--- src/rtl/vdp18_ctrl_gen.sv ---
// vdp18_ctrl_gen: VRAM slot decode, display/sprite window flags and frame interrupt.
// Optional macro VDP_LINE_IRQ_EN adds a programmable line interrupt (irq_line_i, line_irq_o).
module vdp18_ctrl_gen #(
  parameter int unsigned SPR_SLOTS     = 4,
  parameter int unsigned LINES_A       = 192,
  parameter int unsigned LINES_B       = 212,
  parameter int unsigned SPR_REARM_PIX = 248
) (
  input  logic              clk_i,
  input  logic              reset_n_i,
  input  logic              clk_en_5m37_i,
  input  logic [1:0]        opmode_i,
  input  logic signed [8:0] num_pix_i,
  input  logic signed [8:0] num_line_i,
  input  logic              vert_inc_i,
  input  logic              reg_blank_i,
  input  logic              reg_size1_i,
  input  logic              line_mode_i,
  input  logic              stop_sprite_i,
  input  logic              irq_en_i,
  input  logic              irq_ack_i,
`ifdef VDP_LINE_IRQ_EN
  input  logic signed [8:0] irq_line_i,
  output logic              line_irq_o,
`endif
  output logic              clk_en_acc_o,
  output logic [3:0]        access_type_o,
  output logic              vert_active_o,
  output logic              hor_active_o,
  output logic              sprite_line_act_o,
  output logic              irq_o
);

  if (SPR_SLOTS == 0 || SPR_SLOTS > 5) begin : g_bad_spr_slots
    $error("vdp18_ctrl_gen: SPR_SLOTS must be in 1..5");
  end

  localparam int NSLOT    = int'(SPR_SLOTS);
  localparam int GRP_BASE = -86;

  localparam logic [1:0] MODE_MULTIC = 2'd2;
  localparam logic [1:0] MODE_TEXTM  = 2'd3;

  localparam logic [3:0] AT_CPU  = 4'd0;
  localparam logic [3:0] AT_PNT  = 4'd1;
  localparam logic [3:0] AT_PCT  = 4'd2;
  localparam logic [3:0] AT_PGT  = 4'd3;
  localparam logic [3:0] AT_SATY = 4'd4;
  localparam logic [3:0] AT_SATX = 4'd5;
  localparam logic [3:0] AT_SATN = 4'd6;
  localparam logic [3:0] AT_SATC = 4'd7;
  localparam logic [3:0] AT_SPTH = 4'd8;
  localparam logic [3:0] AT_SPTL = 4'd9;
  localparam logic [3:0] AT_STST = 4'd10;

  localparam logic signed [8:0] LINE_M1    = -9'sd1;
  localparam logic signed [8:0] LINE_M2    = -9'sd2;
  localparam logic signed [8:0] LAST_A     = 9'(LINES_A - 1);
  localparam logic signed [8:0] LAST_B     = 9'(LINES_B - 1);
  localparam logic signed [8:0] PIX_M1     = -9'sd1;
  localparam logic signed [8:0] PIX_REARM  = 9'(SPR_REARM_PIX);
  localparam logic signed [8:0] PIX_GFX_LO = -9'sd8;
  localparam logic signed [8:0] PIX_ZERO   = 9'sd0;
  localparam logic signed [8:0] PIX_247    = 9'sd247;
  localparam logic signed [8:0] PIX_SATY0  = 9'sd250;
  localparam logic signed [8:0] PIX_SATN0  = 9'sd252;
  localparam logic signed [8:0] PIX_SATX0  = 9'sd254;

  logic              lines_sel_q;
  logic              vert_active_q;
  logic              spr_active_q;
  logic              spr_line_act_q;
  logic              hor_active_q;
  logic              frame_pend_q;
  logic signed [8:0] last_line;
  logic signed [8:0] hor_end;
  logic signed [9:0] q_pix;
  logic [2:0]        q_mod;
  logic              text_win;
  logic              gfx_win;
  logic              stst_win;
  logic [8:0]        rel;

  assign last_line = lines_sel_q ? LAST_B : LAST_A;
  assign hor_end   = (opmode_i == MODE_TEXTM) ? 9'sd239 : 9'sd255;

  // Window flags and frame pending; the last matching rule in each group wins
  always_ff @(posedge clk_i or negedge reset_n_i) begin
    if (!reset_n_i) begin
      lines_sel_q    <= 1'b0;
      vert_active_q  <= 1'b0;
      spr_active_q   <= 1'b0;
      spr_line_act_q <= 1'b0;
      hor_active_q   <= 1'b0;
      frame_pend_q   <= 1'b0;
    end else if (clk_en_5m37_i) begin
      if (vert_inc_i && num_line_i == LINE_M2) lines_sel_q <= line_mode_i;
      if (vert_inc_i) begin
        if (reg_blank_i) begin
          vert_active_q <= 1'b0;
          spr_active_q  <= 1'b0;
        end
        if (num_line_i == LINE_M1) vert_active_q <= 1'b1;
        if (num_line_i == LINE_M2) spr_active_q  <= 1'b1;
        if (num_line_i == last_line) begin
          vert_active_q <= 1'b0;
          spr_active_q  <= 1'b0;
        end
      end
      if (spr_active_q && (vert_inc_i || num_pix_i == PIX_REARM)) spr_line_act_q <= 1'b1;
      if (stop_sprite_i) spr_line_act_q <= 1'b0;
      if (num_pix_i == PIX_M1 && !reg_blank_i) hor_active_q <= 1'b1;
      if (num_pix_i == hor_end) hor_active_q <= 1'b0;
      if (irq_ack_i) frame_pend_q <= 1'b0;
      if (vert_inc_i && num_line_i == last_line) frame_pend_q <= 1'b1;
    end
  end

  // Text slots repeat every 6 pixels across a 240-pixel window starting at pix -6
  assign q_pix    = 10'(num_pix_i) + 10'sd6;
  assign q_mod    = 3'(q_pix[7:0] % 8'd6);
  assign text_win = (q_pix >= 10'sd0) && (q_pix < 10'sd240);
  // pix+8 keeps the low three bits, so the graphics phase is read straight off num_pix_i
  assign gfx_win  = (num_pix_i >= PIX_GFX_LO) && (num_pix_i <= PIX_247);
  assign stst_win = (num_pix_i >= PIX_ZERO) && (num_pix_i <= PIX_247);

  always_comb begin
    access_type_o = AT_CPU;
    rel           = '0;
    if (opmode_i == MODE_TEXTM) begin
      if (vert_active_q && text_win) begin
        case (q_mod)
          3'd0, 3'd1: access_type_o = AT_PNT;
          3'd4, 3'd5: access_type_o = AT_PGT;
          default:    access_type_o = AT_CPU;
        endcase
      end
    end else begin
      if (vert_active_q && gfx_win) begin
        case (num_pix_i[2:1])
          2'b01:   access_type_o = AT_PNT;
          2'b10:   access_type_o = (opmode_i == MODE_MULTIC) ? AT_CPU : AT_PCT;
          2'b11:   access_type_o = AT_PGT;
          default: access_type_o = AT_CPU;
        endcase
      end
      if (spr_line_act_q) begin
        if (stst_win && num_pix_i[2:1] == 2'b00 && num_pix_i[4:3] != 2'b00)
          access_type_o = AT_STST;
        case (num_pix_i)
          PIX_SATY0: access_type_o = AT_SATY;
          PIX_SATN0: access_type_o = AT_SATN;
          PIX_SATX0: access_type_o = AT_SATX;
          default: ;
        endcase
        // The last group has no attribute preload for a following sprite
        for (int k = 0; k < NSLOT; k++) begin
          rel = 9'(num_pix_i - 9'(GRP_BASE + 16 * k));
          case (rel)
            9'd0:  access_type_o = AT_SATC;
            9'd2:  access_type_o = AT_SPTH;
            9'd4:  if (reg_size1_i) access_type_o = AT_SPTL;
            9'd8:  if (k < NSLOT - 1) access_type_o = AT_SATY;
            9'd10: if (k < NSLOT - 1) access_type_o = AT_SATX;
            9'd12: if (k < NSLOT - 1) access_type_o = AT_SATN;
            default: ;
          endcase
        end
      end
    end
  end

  assign clk_en_acc_o      = clk_en_5m37_i & num_pix_i[0];
  assign vert_active_o     = vert_active_q;
  assign hor_active_o      = hor_active_q;
  assign sprite_line_act_o = spr_line_act_q;

`ifdef VDP_LINE_IRQ_EN
  logic line_pend_q;

  // Programmable line interrupt; a set coinciding with an ack wins
  always_ff @(posedge clk_i or negedge reset_n_i) begin
    if (!reset_n_i) begin
      line_pend_q <= 1'b0;
    end else if (clk_en_5m37_i) begin
      if (irq_ack_i) line_pend_q <= 1'b0;
      if (vert_inc_i && num_line_i == irq_line_i && !reg_blank_i) line_pend_q <= 1'b1;
    end
  end

  assign line_irq_o = line_pend_q;
  assign irq_o      = (frame_pend_q & irq_en_i) | line_pend_q;
`else
  assign irq_o      = frame_pend_q & irq_en_i;
`endif

endmodule

--- config.mk ---
export PLATFORM = sky130hd
export DESIGN_NAME = vdp18_ctrl_gen
export DESIGN_NICKNAME = d
export VERILOG_FILES = /design/src/rtl/vdp18_ctrl_gen.sv
export SDC_FILE = /design/constraint.sdc
export NUM_CORES = 1
export LEC_CHECK = 0
export CAP_MARGIN = 20
export CELL_PAD_IN_SITES_DETAIL_PLACEMENT = 1
export CELL_PAD_IN_SITES_GLOBAL_PLACEMENT = 1
export CORE_AREA = 5 5 69 71
export CTS_BUF_LIST = sky130_fd_sc_hd__clkbuf_4 sky130_fd_sc_hd__clkbuf_8
export CTS_CLUSTER_DIAMETER = 150
export DETAILED_ROUTE_END_ITERATION = 16
export DIE_AREA = 0 0 74 76
export GPL_TIMING_DRIVEN = 0
export HOLD_SLACK_MARGIN = 0.05
export PLACE_DENSITY = 0.88
export SYNTH_ARGS = -nofsm -noshare
export SYNTH_HDL_FRONTEND = slang
export SYNTH_SLANG_ARGS = --single-unit
--- constraint.sdc ---
create_clock -name clk_i -period 9.93 [get_ports clk_i]
set_input_delay 1.4895 -clock clk_i [delete_from_list [all_inputs] [get_ports clk_i]]
set_output_delay 1.4895 -clock clk_i [all_outputs]
set_load 0.01 [all_outputs]
* Word-level counts from Yosys, hierarchy flattened *
Index checks and enable logic that the tools add are counted.

storage, ports and cells
  output and inout bits = 9
  RAM bits = 0
  ROM bits = 0
  memories kept = 0
  flip-flop bits (word level) = 6
  bits in latches = 0

cells by class
  order comparisons = 5
  shift operators = 0
  multiply operators = 0
  add/subtract/negate cells = 5
  bitwise operators = 2
  divide/modulo/power cells = 1
  muxes and demuxes = 32
  equality and inequality tests = 34
  reduce and logical (&&, ||, !) cells = 33

operators with widths
  cell                    count
  $eq A9 B4 Y1 const B    9
  $pmux W4 S6             3
  $eq A9 B2 Y1 const B    5
  $eq A9 B3 Y1 const B    4
  $logic_not A9 Y1        4
  $mux W4                 9
  $eq A9 B8 Y1 const B    3
  $pmux W4 S3             2
  $eq A9 B1 Y1 const B    2
  $eq A9 B9 Y1            2
  $sub A9 B7 Y9 const B   2
  $sub A9 B8 Y9 const B   2
  $logic_and A1 B1 Y1     11
  $mux W1                 11
  $add A9 B4 Y10 const B  1
  $ge A10 B1 Y1 const B   1
  $lt A10 B9 Y1 const B   1
  $eq A9 B9 Y1 const B    1
  $ge A9 B1 Y1 const B    1
  $ge A9 B4 Y1 const B    1
  $le A9 B9 Y1 const B    1
  $eq A2 B2 Y1 const B    4
  $mod A8 B3 Y8 const B   1
  $reduce_and A2 Y1       4
  17 further kinds        27

* Longest topological paths before layout *
  word-level depth = 18
  gate-level depth with buffers = 17

* Least setup slack after synthesis *
OpenSTA, ideal clock, no wires.

  kind = input to output
  from = input port num_pix_i[1]
  to = output port access_type_o[0]
  setup slack = 3821 ps
  data arrival time = 4620 ps
  stages on the path = 16
  path through = buf_2 > inv_1 > ha_1 > buf_4 > nand4b_4 > or3_1 > a211o_1 > nand2b_1 > o311a_1 > nand2_1 > ha_1 > nor3b_1 > a211o_1 > nand2_1 > or4_1 > a32o_1

between the ends
  cells in the longest elaborated chain, start to end = 18
  elaborated cells between the ends (all ways) = 70

RTL lines
  element                                                  RTL line  text
  start, declared                                          13        input logic signed [8:0] num_pix_i,
  branches (longest 17 deep; another with $add A9 B4 Y10)  -
  $mux W4 (*)                                              130       if (opmode_i == MODE_TEXTM) begin
  end, declared                                            27        output logic [3:0] access_type_o,

Mark *: on every way between the ends. The select of a mux whose other input is x is not followed.

* Worst setup path after layout *
Same ends and word-level chain as after synthesis.

==> impl_results.md <==
- Post_cts resized: 0
- Final WS setup: a little over 2000 ps
- Syn_area_per_cell: 6.85 sq um
- Detailed Place HPWL: around 4600 microns
- IO Count: 39
- Routed Antenna Nets: 0
- IO buf count: 38
- Mapped Nets: 260
- Final Max Tran Viols: 0
- Clock sinks: 6
- FILL cells: 538
- Via-to-Cell Ratio: slightly above 6
- Area of the multi-input gates: 1290 sq um
- Fin cells: between 300 and 400
- Synthesized area: 1540 sq um
- Fin crit period: between 7000 and 8000 ps
- Synth Instances: around 220
- Die width: 74 microns
- CTS tree: yes
- Clock root cell: clkbuf_8
- Critical path class: input port to primary output
- Synthesis-to-finish area growth: 31.7%
- Prevailing post-synth register cell: dfrtp_1
- Max rail drop VDD: 0.0000643 V
- Clock Power Share: 0.258
- Share of post-route cells with drive strength above 1: 0.0755
- Cells after DPL: 314
- Measured slew at the worst slew-check pin: 597 ps
- Grt ovf: 0
- Path type of the worst min-delay path: flip-flop to flip-flop
- Pint: 0.0874 mW
- Core area: about 4200 sq um
- Post-synth ARST share: 1.00
- Total negative slack: 0 ps
- F_max: 127 MHz
- Initial DRC Count: 96
- Switching Share: 0.398
- Crit path max fanout: 10
- Max cap viols: 0
- Final wirelength: 5670 microns
- Final weighted congestion in routability-driven placement: around 0.86
- Combinational Power Share: 0.570
- Die area: between 5000 and 6000 sq um
- Antenna cell count: 0
- Largest net degree at the start of global routing: 11
- Initial Util: 0.368
- Sequential cell area: 150 sq um
- Yosys warning count: 0
- Unrepaired setup endpoints after global routing: no
- Pre-CTS WS: around 2100 ps
- Clock tree buffer depth: 2
- Yosys reg bits: 6
- Mean routed wirelength per cell: about 18 microns
- Die height: 76 microns
- Leak pwr: slightly below 0.8 nW
- Drt first pass iters: 4
- Cell variety after synth: 60
- Vias: 1970
- Status: finished, final reports clean
- Htree depth: 1
- Final hold vios: 0
- PD cells: 71.8 nW/um^2
- Sequential share of power: 0.172
- Clk Latency, worst-skew pair: between 200 and 250 ps
- Final Cycle Share: 0.793
- Hold Buf Count CTS: 0
- Final #Nets: between 300 and 400
- WP data arrival: 6380 ps
- Hold slack: 492 ps
- Max_slew headroom: 0.596
- Seq/Total Area, Yosys: 0.0978
- Drt drc: 0
- DP Area: 1980 sq um
- Vias in the first global route: approximately 2000
- CTS clock-pin slew for the worst setup and hold paths: 40 ps
- Switching pwr: 0.0577 mW
- Post-CTS Setup Bufs: 0
- TritonCTS buffer count: 3
- EDFF count, synth: 0
- Row cnt: 24
- Overall Global Routing Usage: 0.204
- Initial antenna violation count: 0
- CP required: 8440 ps
- Fin area: 2020 sq um
- Setup crit end kind: primary output
- Layout Skew: 1.27 ps
- CP startpoint kind: input port
- Number of setup violations in the final report: 0
- First-pass GRT wire length: about 9400 microns
-- stage by stage --
step / utilization / total power [mW]
CTS: 0.484 / 0.145
floorplan: - / 0.0771
finish: 0.484 / 0.145
detailed placement: 0.475 / 0.107
global placement: 0.475 / 0.104
global route: 0.484 / 0.155
-- worst paths after layout --
path | slack (ps) | end | cells past startpoint | from
hold reg to reg | 490 | spr_active_q | 1 | spr_active_q
setup / recovery | 2060 | access_type_o[0] | 18 | num_pix_i[1]
min in group asynchronous | 1520 | lines_sel_q | 1 | reset_n_i
setup reg to reg | 8350 | vert_active_o | 5 | lines_sel_q
hold / removal | 490 | spr_active_q | 1 | spr_active_q
max in group asynchronous | 8170 | sprite_line_act_o | 1 | reset_n_i
-- layout by cell type (no fill, tap or decap), drive strengths merged, types with 7 or more instances in the layout --
cell type	count
nand2	23
a21oi	17
clkdlybuf4s50	38
xnor2	7
nor4	7
o21ai	15
buf	8
inv	7
nand3	10
nor2	21
nor3	7
clkbuf	9
-- power groups by stage --
stage | Combinational, mW | Clock [mW] | Sequential [mW]
after detailed placement | 0.0816 | 0 | 0.0253
after global routing | 0.0906 | 0.0398 | 0.0250
after CTS | 0.0821 | 0.0382 | 0.0250
final | 0.0827 | 0.0374 | 0.0250
after floorplan | 0.0517 | 0 | 0.0254
after global placement | 0.0791 | 0 | 0.0253
-- Yosys cell counts, types with 2 or more instances --
master | number | share of area
nand2_1 | 23 | 0.056
nor2_1 | 21 | 0.051
a21oi_1 | 16 | 0.052
o21ai_0 | 15 | 0.049
nand3_1 | 10 | 0.033
inv_1 | 7 | 0.017
nor3_1 | 7 | 0.023
nor4_1 | 7 | 0.029
a21o_1 | 6 | 0.029
buf_2 | 6 | 0.020
clkbuf_1 | 6 | 0.015
dfrtp_1 | 6 | 0.098
ha_1 | 6 | 0.049
or3_1 | 6 | 0.024
xnor2_1 | 6 | 0.034
a211oi_1 | 4 | 0.020
nor4b_1 | 4 | 0.023
a211o_1 | 3 | 0.017
a21boi_0 | 3 | 0.015
a31oi_1 | 3 | 0.012
and2_1 | 3 | 0.012
and3_1 | 3 | 0.012
and4_1 | 3 | 0.017
mux2_2 | 3 | 0.022
nand2b_1 | 3 | 0.012
nor2b_1 | 3 | 0.012
a21boi_1 | 2 | 0.0098
a22o_1 | 2 | 0.011
o211ai_1 | 2 | 0.0098
o21bai_1 | 2 | 0.0098
o22ai_1 | 2 | 0.0081
o32a_1 | 2 | 0.013
o32ai_1 | 2 | 0.011
-- cell families after synthesis --
group	synth area share
AOI/OAI and AO/OA	0.347
xor gates and xnor gates	0.0505
adders and majority gates	0.0489
buffers and inverters	0.0636
DFF	0.0978
muxes	0.0220
and+or+nand+nor	0.370
-- worst max-delay path, cell delays in order --
cell and delay, ps:
clkdlybuf4s50_1 670, buf_2 280, inv_1 190, ha_1 240, buf_4 180, nor2b_1 410, a21o_1 230, and2_4 180
a21boi_1 70, or3_1 400, nand2_1 100, ha_1 240, nor3b_1 240, a211o_1 150, nand2_1 100, or4_1 500
a32o_1 260, clkdlybuf4s50_1 470
-- flip-flops by register name, indices dropped and copies added, names as in the netlist --
register	count
frame_pend_q	1
vert_active_o	1
spr_active_q	1
lines_sel_q	1
hor_active_o	1
sprite_line_act_o	1
-- area by class of cell --
type                            count  area share
Buffer                             14      0.0353
Clock buffer                        3      0.0204
Inverter                            7      0.0130
Multi-Input combinational cell    197       0.637
Sequential cell                     6      0.0743
Tap cell                           52      0.0322
Timing Repair Buffer               38       0.188
-- metal layers --
metal,vias to the layer above,GRT usage,routed length [microns],part of all wire
met5,-,0,0,0
met4,0,0.0580,122,0.022
met3,16,0.0290,236,0.042
met2,52,0.361,2830,0.50
met1,962,0.248,2480,0.44
li1,940,-,-,-
Note: power is estimated with default switching activity, not from simulation.
